`src/rtl/fa_serial_adder.sv`:
```
// Bit-serial WIDTH-bit adder: one full-adder cell plus a carry flop, LSB first.
// Optional macro FA_SERIAL_OVF_EN adds a registered signed-overflow output (ovf).

module fa_structural (
  input  logic a,
  input  logic b,
  input  logic cin,
  output logic sum,
  output logic cout
);
  logic axb;
  assign axb  = a ^ b;
  assign sum  = axb ^ cin;
  assign cout = (a & b) | (axb & cin);
endmodule

module fa_serial_adder #(
  parameter int WIDTH = 8
) (
  input  logic             clk,
  input  logic             rst_n,
  input  logic             start,
  input  logic [WIDTH-1:0] a,
  input  logic [WIDTH-1:0] b,
  input  logic             cin,
  output logic             busy,
  output logic             done,
  output logic [WIDTH-1:0] sum,
  output logic             cout
`ifdef FA_SERIAL_OVF_EN
  ,
  output logic             ovf
`endif
);
  localparam int CNT_W = (WIDTH > 1) ? $clog2(WIDTH) : 1;

  typedef enum logic [1:0] {IDLE, SHIFT, DONE} state_t;

  state_t             state_q, state_d;
  logic [WIDTH-1:0]   a_sr_q, a_sr_d;
  logic [WIDTH-1:0]   b_sr_q, b_sr_d;
  logic [WIDTH-1:0]   sum_sr_q, sum_sr_d;
  logic               carry_q, carry_d;
  logic [CNT_W-1:0]   count_q, count_d;
  logic [WIDTH-1:0]   sum_q, sum_d;
  logic               cout_q, cout_d;
  logic               fa_sum, fa_cout;
  logic               last_bit;
`ifdef FA_SERIAL_OVF_EN
  logic               ovf_q, ovf_d;
`endif

  fa_structural u_fa (
    .a    (a_sr_q[0]),
    .b    (b_sr_q[0]),
    .cin  (carry_q),
    .sum  (fa_sum),
    .cout (fa_cout)
  );

  assign last_bit = (count_q == CNT_W'(WIDTH - 1));

  always_comb begin
    state_d  = state_q;
    a_sr_d   = a_sr_q;
    b_sr_d   = b_sr_q;
    sum_sr_d = sum_sr_q;
    carry_d  = carry_q;
    count_d  = count_q;
    sum_d    = sum_q;
    cout_d   = cout_q;
`ifdef FA_SERIAL_OVF_EN
    ovf_d    = ovf_q;
`endif
    unique case (state_q)
      IDLE: begin
        if (start) begin
          a_sr_d  = a;
          b_sr_d  = b;
          carry_d = cin;
          count_d = '0;
          state_d = SHIFT;
        end
      end
      SHIFT: begin
        a_sr_d   = a_sr_q >> 1;
        b_sr_d   = b_sr_q >> 1;
        sum_sr_d = {fa_sum, sum_sr_q[WIDTH-1:1]};
        carry_d  = fa_cout;
        count_d  = count_q + 1'b1;
        if (last_bit) begin
          // Result registers update only here; they hold through later operations.
          sum_d   = {fa_sum, sum_sr_q[WIDTH-1:1]};
          cout_d  = fa_cout;
`ifdef FA_SERIAL_OVF_EN
          ovf_d   = carry_q ^ fa_cout;
`endif
          state_d = DONE;
        end
      end
      DONE: state_d = IDLE;
      default: state_d = IDLE;
    endcase
  end

  always_ff @(posedge clk or negedge rst_n) begin
    if (!rst_n) begin
      state_q  <= IDLE;
      a_sr_q   <= '0;
      b_sr_q   <= '0;
      sum_sr_q <= '0;
      carry_q  <= 1'b0;
      count_q  <= '0;
      sum_q    <= '0;
      cout_q   <= 1'b0;
`ifdef FA_SERIAL_OVF_EN
      ovf_q    <= 1'b0;
`endif
    end else begin
      state_q  <= state_d;
      a_sr_q   <= a_sr_d;
      b_sr_q   <= b_sr_d;
      sum_sr_q <= sum_sr_d;
      carry_q  <= carry_d;
      count_q  <= count_d;
      sum_q    <= sum_d;
      cout_q   <= cout_d;
`ifdef FA_SERIAL_OVF_EN
      ovf_q    <= ovf_d;
`endif
    end
  end

  assign busy = (state_q != IDLE);
  assign done = (state_q == DONE);
  assign sum  = sum_q;
  assign cout = cout_q;
`ifdef FA_SERIAL_OVF_EN
  assign ovf  = ovf_q;
`endif

endmodule
```
`config.mk`:
```
export PLATFORM = sky130hd
export DESIGN_NAME = fa_serial_adder
export DESIGN_NICKNAME = d
export VERILOG_FILES = /design/src/rtl/fa_serial_adder.sv
export SDC_FILE = /design/constraint.sdc
export NUM_CORES = 1
export LEC_CHECK = 0
export BUFFER_PORTS_ARGS = -buffer_cell sky130_fd_sc_hd__buf_2
export CORE_MARGIN = 2
export CORE_UTILIZATION = 40
export CTS_BUF_LIST = sky130_fd_sc_hd__clkbuf_8
export CTS_CLUSTER_SIZE = 16
export DETAILED_ROUTE_END_ITERATION = 16
export GPL_ROUTABILITY_DRIVEN = 0
export PLACE_DENSITY = 0.66
export REMOVE_ABC_BUFFERS = 1
export SYNTH_ARGS = -nofsm -noshare
export SYNTH_HDL_FRONTEND = slang
export SYNTH_SLANG_ARGS = --single-unit
export TNS_END_PERCENT = 1
```
`constraint.sdc`:
```
create_clock -name clk -period 2.3 [get_ports clk]
set_input_delay 0.345 -clock clk [delete_from_list [all_inputs] [get_ports clk]]
set_output_delay 0.345 -clock clk [all_outputs]
set_load 0.01 [all_outputs]
```
Yosys cells after proc, flatten, opt, wreduce, memory -nomap -nowiden
Cells that the tools add are included.
{"block": "word_totals", "ff_bits": 39, "input_bits": 20, "output_inout_bits": 11}
{"block": "op_classes", "n_addsub": 1, "n_eq_ne": 5, "n_mux": 11, "bitwise": 5, "reduce_logical": 6}
{"op": "$pmux 8 s2", "n": 2}
{"op": "$mux 8", "n": 2}
{"op": "$pmux 3 s2", "n": 1}
{"op": "$reduce_and 2->1", "n": 3}
{"op": "$mux 2", "n": 2}
{"op": "$ne 2x2->1 const B", "n": 2}
{"op": "$pmux 2 s2", "n": 1}
{"op": "$reduce_bool 2->1", "n": 2}
{"op": "$add 3x1->3 const B", "n": 1}
{"op": "$eq 3x3->1 const B", "n": 1}
{"op": "$mux 3", "n": 1}
{"op": "$and 1x1->1", "n": 2}
{"op": "$eq 2x1->1 const B", "n": 1}
{"op": "$eq 2x2->1 const B", "n": 1}
{"op": "$logic_not 2->1", "n": 1}
{"op": "$pmux 1 s2", "n": 1}
{"op": "$xor 1x1->1", "n": 2}
{"op": "$mux 1", "n": 1}
{"op": "$or 1x1->1", "n": 1}

Longest topological paths before layout
{"block": "depth", "word_depth": 4, "mapped_depth": 5}

Cells and area by module
A second synthesis with hierarchy kept.
{"block": "unflattened", "cells_unflattened": 163, "area_unflattened_um2": 1739.2}
{"module": "fa_serial_adder", "instances": 1, "cells_per_inst": 162, "area_each_um2": 1719.1, "seq_area_each_um2": 950.9}
{"module": "fa_structural", "instances": 1, "cells_per_inst": 1, "area_each_um2": 20.0, "seq_area_each_um2": 0.0}

Least setup slack after synthesis
OpenSTA, ideal clock, no wires.
{"block": "synth_path", "path_type": "register to register", "startpoint": "register count_q[0]", "endpoint": "register cout_q (netlist: cout)", "t_arrival_ns": 1.348, "required_ns": 2.175, "slack_ns": 0.827, "stages_incl_launch_ff": 6, "period_less_slack_ns": 1.473, "cell_sequence": "dfrtp_1 > ha_1 > ha_1 > nand3b_1 > buf_2 > mux2_2"}
{"block": "synth_between", "elab_chain_len": 2}
{"item": "from (decl)", "line_no": "44", "rtl": "logic [CNT_W-1:0] count_q, count_d;"}
{"item": "from (signal assigned)", "line_no": "125", "rtl": "count_q <= count_d;"}
{"item": "$eq 3x3->1", "line_no": "61", "rtl": "assign last_bit = (count_q == CNT_W'(WIDTH - 1));"}
{"item": "$reduce_and 2->1 (no source line)"}
{"item": "to (signal assigned)", "line_no": "127", "rtl": "cout_q <= cout_d;"}
{"item": "to (decl)", "line_no": "46", "rtl": "logic cout_q, cout_d;"}
No other way between the ends.
A chain may end at the register's enable or synchronous reset.

Final worst setup path
{"block": "layout_path", "startpoint": "register state_q[1]", "endpoint": "output port busy"}
{"block": "layout_between", "elab_chain_len": 1}
{"item": "from (decl)", "line_no": "39", "rtl": "state_t state_q, state_d;"}
{"item": "from (signal assigned)", "line_no": "120", "rtl": "state_q <= state_d;"}
{"item": "$reduce_bool 2->1", "line_no": "134", "rtl": "assign busy = (state_q != IDLE);"}
{"item": "to (decl)", "line_no": "26", "rtl": "output logic busy,"}
No other way between the ends.

==> results by group <==
Status
  – Status: finished clean

STA
  – Pins Over Slew Limit: 0
  – Clock skew: 2.063 ps
  – RSZ-0062 raised after global routing: false
  – Final setup TNS: 0 ps
  – Final Cycle Share: 79.16%
  – Worst-Margin Slew: 826.1 ps
  – Final hold viol count: 0
  – F_max: 0.5492 GHz
  – Setup violators final: 0
  – Worst relative slew slack: 44.92%
  – Crit path time final: 1821 ps

Yosys
  – Yosys Warn Count: 0
  – Count of cell types in the netlist: 27
  – Post-Synthesis Cells: 135
  – Synth top area share: 53.60%
  – Biggest area consumer among synthesized cells: dfrtp_1
  – Register area share after synthesis: 53.60%
  – Avg Inst Size Synth: 13.14 um2
  – Top post-synthesis cells by area: dfrtp_1 54%, mux2_2 10%, o221a_2 4.4%
  – Post-synthesis register bit count: 38
  – Cell Area, Synth: 1774 um2

Clock network
  – Post-CTS Setup Bufs: 0
  – Reg clk slew, reported paths: 70 ps
  – CTS tree: done
  – Root Driver: clkbuf_8
  – Max Buffers Root-to-Sink: 2
  – Post-CTS Hold Buffers: 0
  – TritonCTS Buffers: 5
  – H-tree levels: 2
  – Post_cts resized: 0
  – Clk sink count: 38
  – Clk_lat worst skew: 290 ps

Cells and area
  – Post-layout util: 46.88%
  – Layout cell share with drive strength beyond 1: 40.49%
  – Area Overhead vs Synth: 14.25%
  – Multi-input gate area: 720.7 um2
  – Commonest cells after routing, fill and taps aside: 38 x dfrtp_1, 30 x buf_2, 16 x mux2_2, 10 x inv_1, 10 x nor3b_1
  – Nets@finish: 185
  – ANT cells: 0
  – Fillers: 410
  – Storage cell area: 950.9 um2
  – Commonest non-fill, non-tap cell in the layout: dfrtp_1
  – Post-route cell area: 2027 um2

Floorplan
  – Die area: 4984 um2
  – Die X: 70.60 um
  – Core ar.: 4324 um2
  – DIE HEIGHT: 70.60 um
  – Rows: 24
  – Initial Util: 41.03%
  – # IOs: 31

Route
  – DR vias/cell: 5.470
  – Vias: 1,176
  – Post-route ant nets: 0
  – Starting DRT DRC Count: 68
  – DRC: 0
  – DR pass1 iterations: 4
  – Avg WL per Cell: 15.13 um
  – WL final: 3252 um

Global route
  – Total global routing track utilization: 14.66%
  – Vias in the first global route: 1,216
  – Gr ovfl total: 0
  – Initial antenna violation count: 0
  – First-pass GRT wire length: 5782 um
  – Largest net degree at the start of global routing: 39

Placement
  – DP HPWL: 2161 um
  – IO buf count: 30
  – Dpl cell area: 1936 um2

Power
  – Pwr/cell area: 1311 nW/um2
  – Pleak: 0.0009261 uW
  – VDD IR max: 0.0004632 V

Worst setup path
  – Critical path class: flip-flop to output pin
  – Crit-path cells: buf_4, or2_2, buf_2
  – Setup crit end kind: output pin
  – Max incr delay on CP: 480 ps
  – Startpoint types: flip-flop
  – Crit path DAT: 1480 ps
  – WP data required: 1960 ps
  – Worst-path fanout max: 26
  – Slowest cell on crit path: dfrtp_1

Hold path
  – Type of the worst min-delay path: input port to asynchronous set/reset pin

Flow run
  – Max_cap viols: 0
## cells in the mapped netlist (all sizes together)
| master | n |
|---|---|
| inv | 9 |
| nor4b | 8 |
| nand3b | 1 |
| o221a | 7 |
| or2 | 1 |
| o21ba | 1 |
| a22o | 2 |
| nand2b | 2 |
| or4b | 7 |
| a211o | 2 |
| o21bai | 1 |
| mux2 | 16 |
| and4bb | 1 |
| and2b | 1 |
| clkbuf | 3 |
| nor3b | 10 |
| ha | 2 |
| nor4bb | 1 |
| fa | 1 |
| nor2b | 1 |
| a211oi | 8 |
| dfrtp | 38 |
| mux2i | 1 |
| buf | 9 |
| a21oi | 1 |
| or2b | 1 |
## through the flow
stage          worst slack, ps  hold slack [ps]  cells  power (uW)
2_1_floorplan            649.5            49.41    123        1886
3_3_place_gp             724.6            467.9    207        2177
3_5_place_dp             651.0            481.2    207        2229
4_1_cts                  466.1            183.1    215        2704
5_1_grt                  385.0            225.3    215        2861
6_report                 479.2            153.5    215        2656
## registers in the layout (all words and copies together), names as in the netlist
register / count
sum_sr_q: 7
sum: 8
b_sr_q: 8
carry_q: 1
a_sr_q: 8
cout: 1
state_q: 2
count_q: 3
## logic make-up (layout without fill, tap and decap cells)
family                     count (synthesis)  in the layout  synth area share (%)
AOI/OAI and AO/OA                         22             22                 11.28
adders and majority gates                  3              3                 2.539
buffers and inverters                     21             49                 5.782
DFF                                       38             38                 53.60
muxes                                     17             17                 10.72
and+or+nand+nor                           34             34                 16.08
## cell type report
cell class,instances,share of cell area (%)
timing repair buffer,32,8.148
clock buffer,6,4.074
inverter,9,1.667
multi-input combinational,76,35.56
sequential,38,46.91
clock inverter,2,0.4321
tap,52,3.210
## routing by layer
layer | wire, um | track usage (%)
met5 | 0 | 0
met4 | 23 | 4.403
met3 | 212 | 4.843
met2 | 1565 | 24.53
met1 | 1451 | 18.22
## final timing paths
kind                                 start    endpoint  slack [ps]  depth (start not counted)
worst max-delay path            state_q[1]        busy         480                          3
worst min-delay path                 rst_n      sum[7]         150                          1
worst max register to register  count_q[0]      sum[2]         660                          4
worst min register to register  count_q[0]  count_q[0]         480                          1
max in group asynchronous            rst_n      sum[4]        1630                          1
min in group clk                      a[6]   a_sr_q[6]         410                          3
## report_power, final
group / switching, uW / internal (uW) / leakage [uW]
Combinational: 451 / 551 / 0.000427
Sequential: 204 / 991 / 0.000446
Clock: 222 / 237 / 0.0000524
Total: 877 / 1780 / 0.000926
## critical path, delay by kind of cell, from the launching register on
family | cells | cell delay [ps]
simple gates | 1 | 300
buf+inv | 2 | 400
flops | 1 | 480
Power figures use the tool's default switching activity.
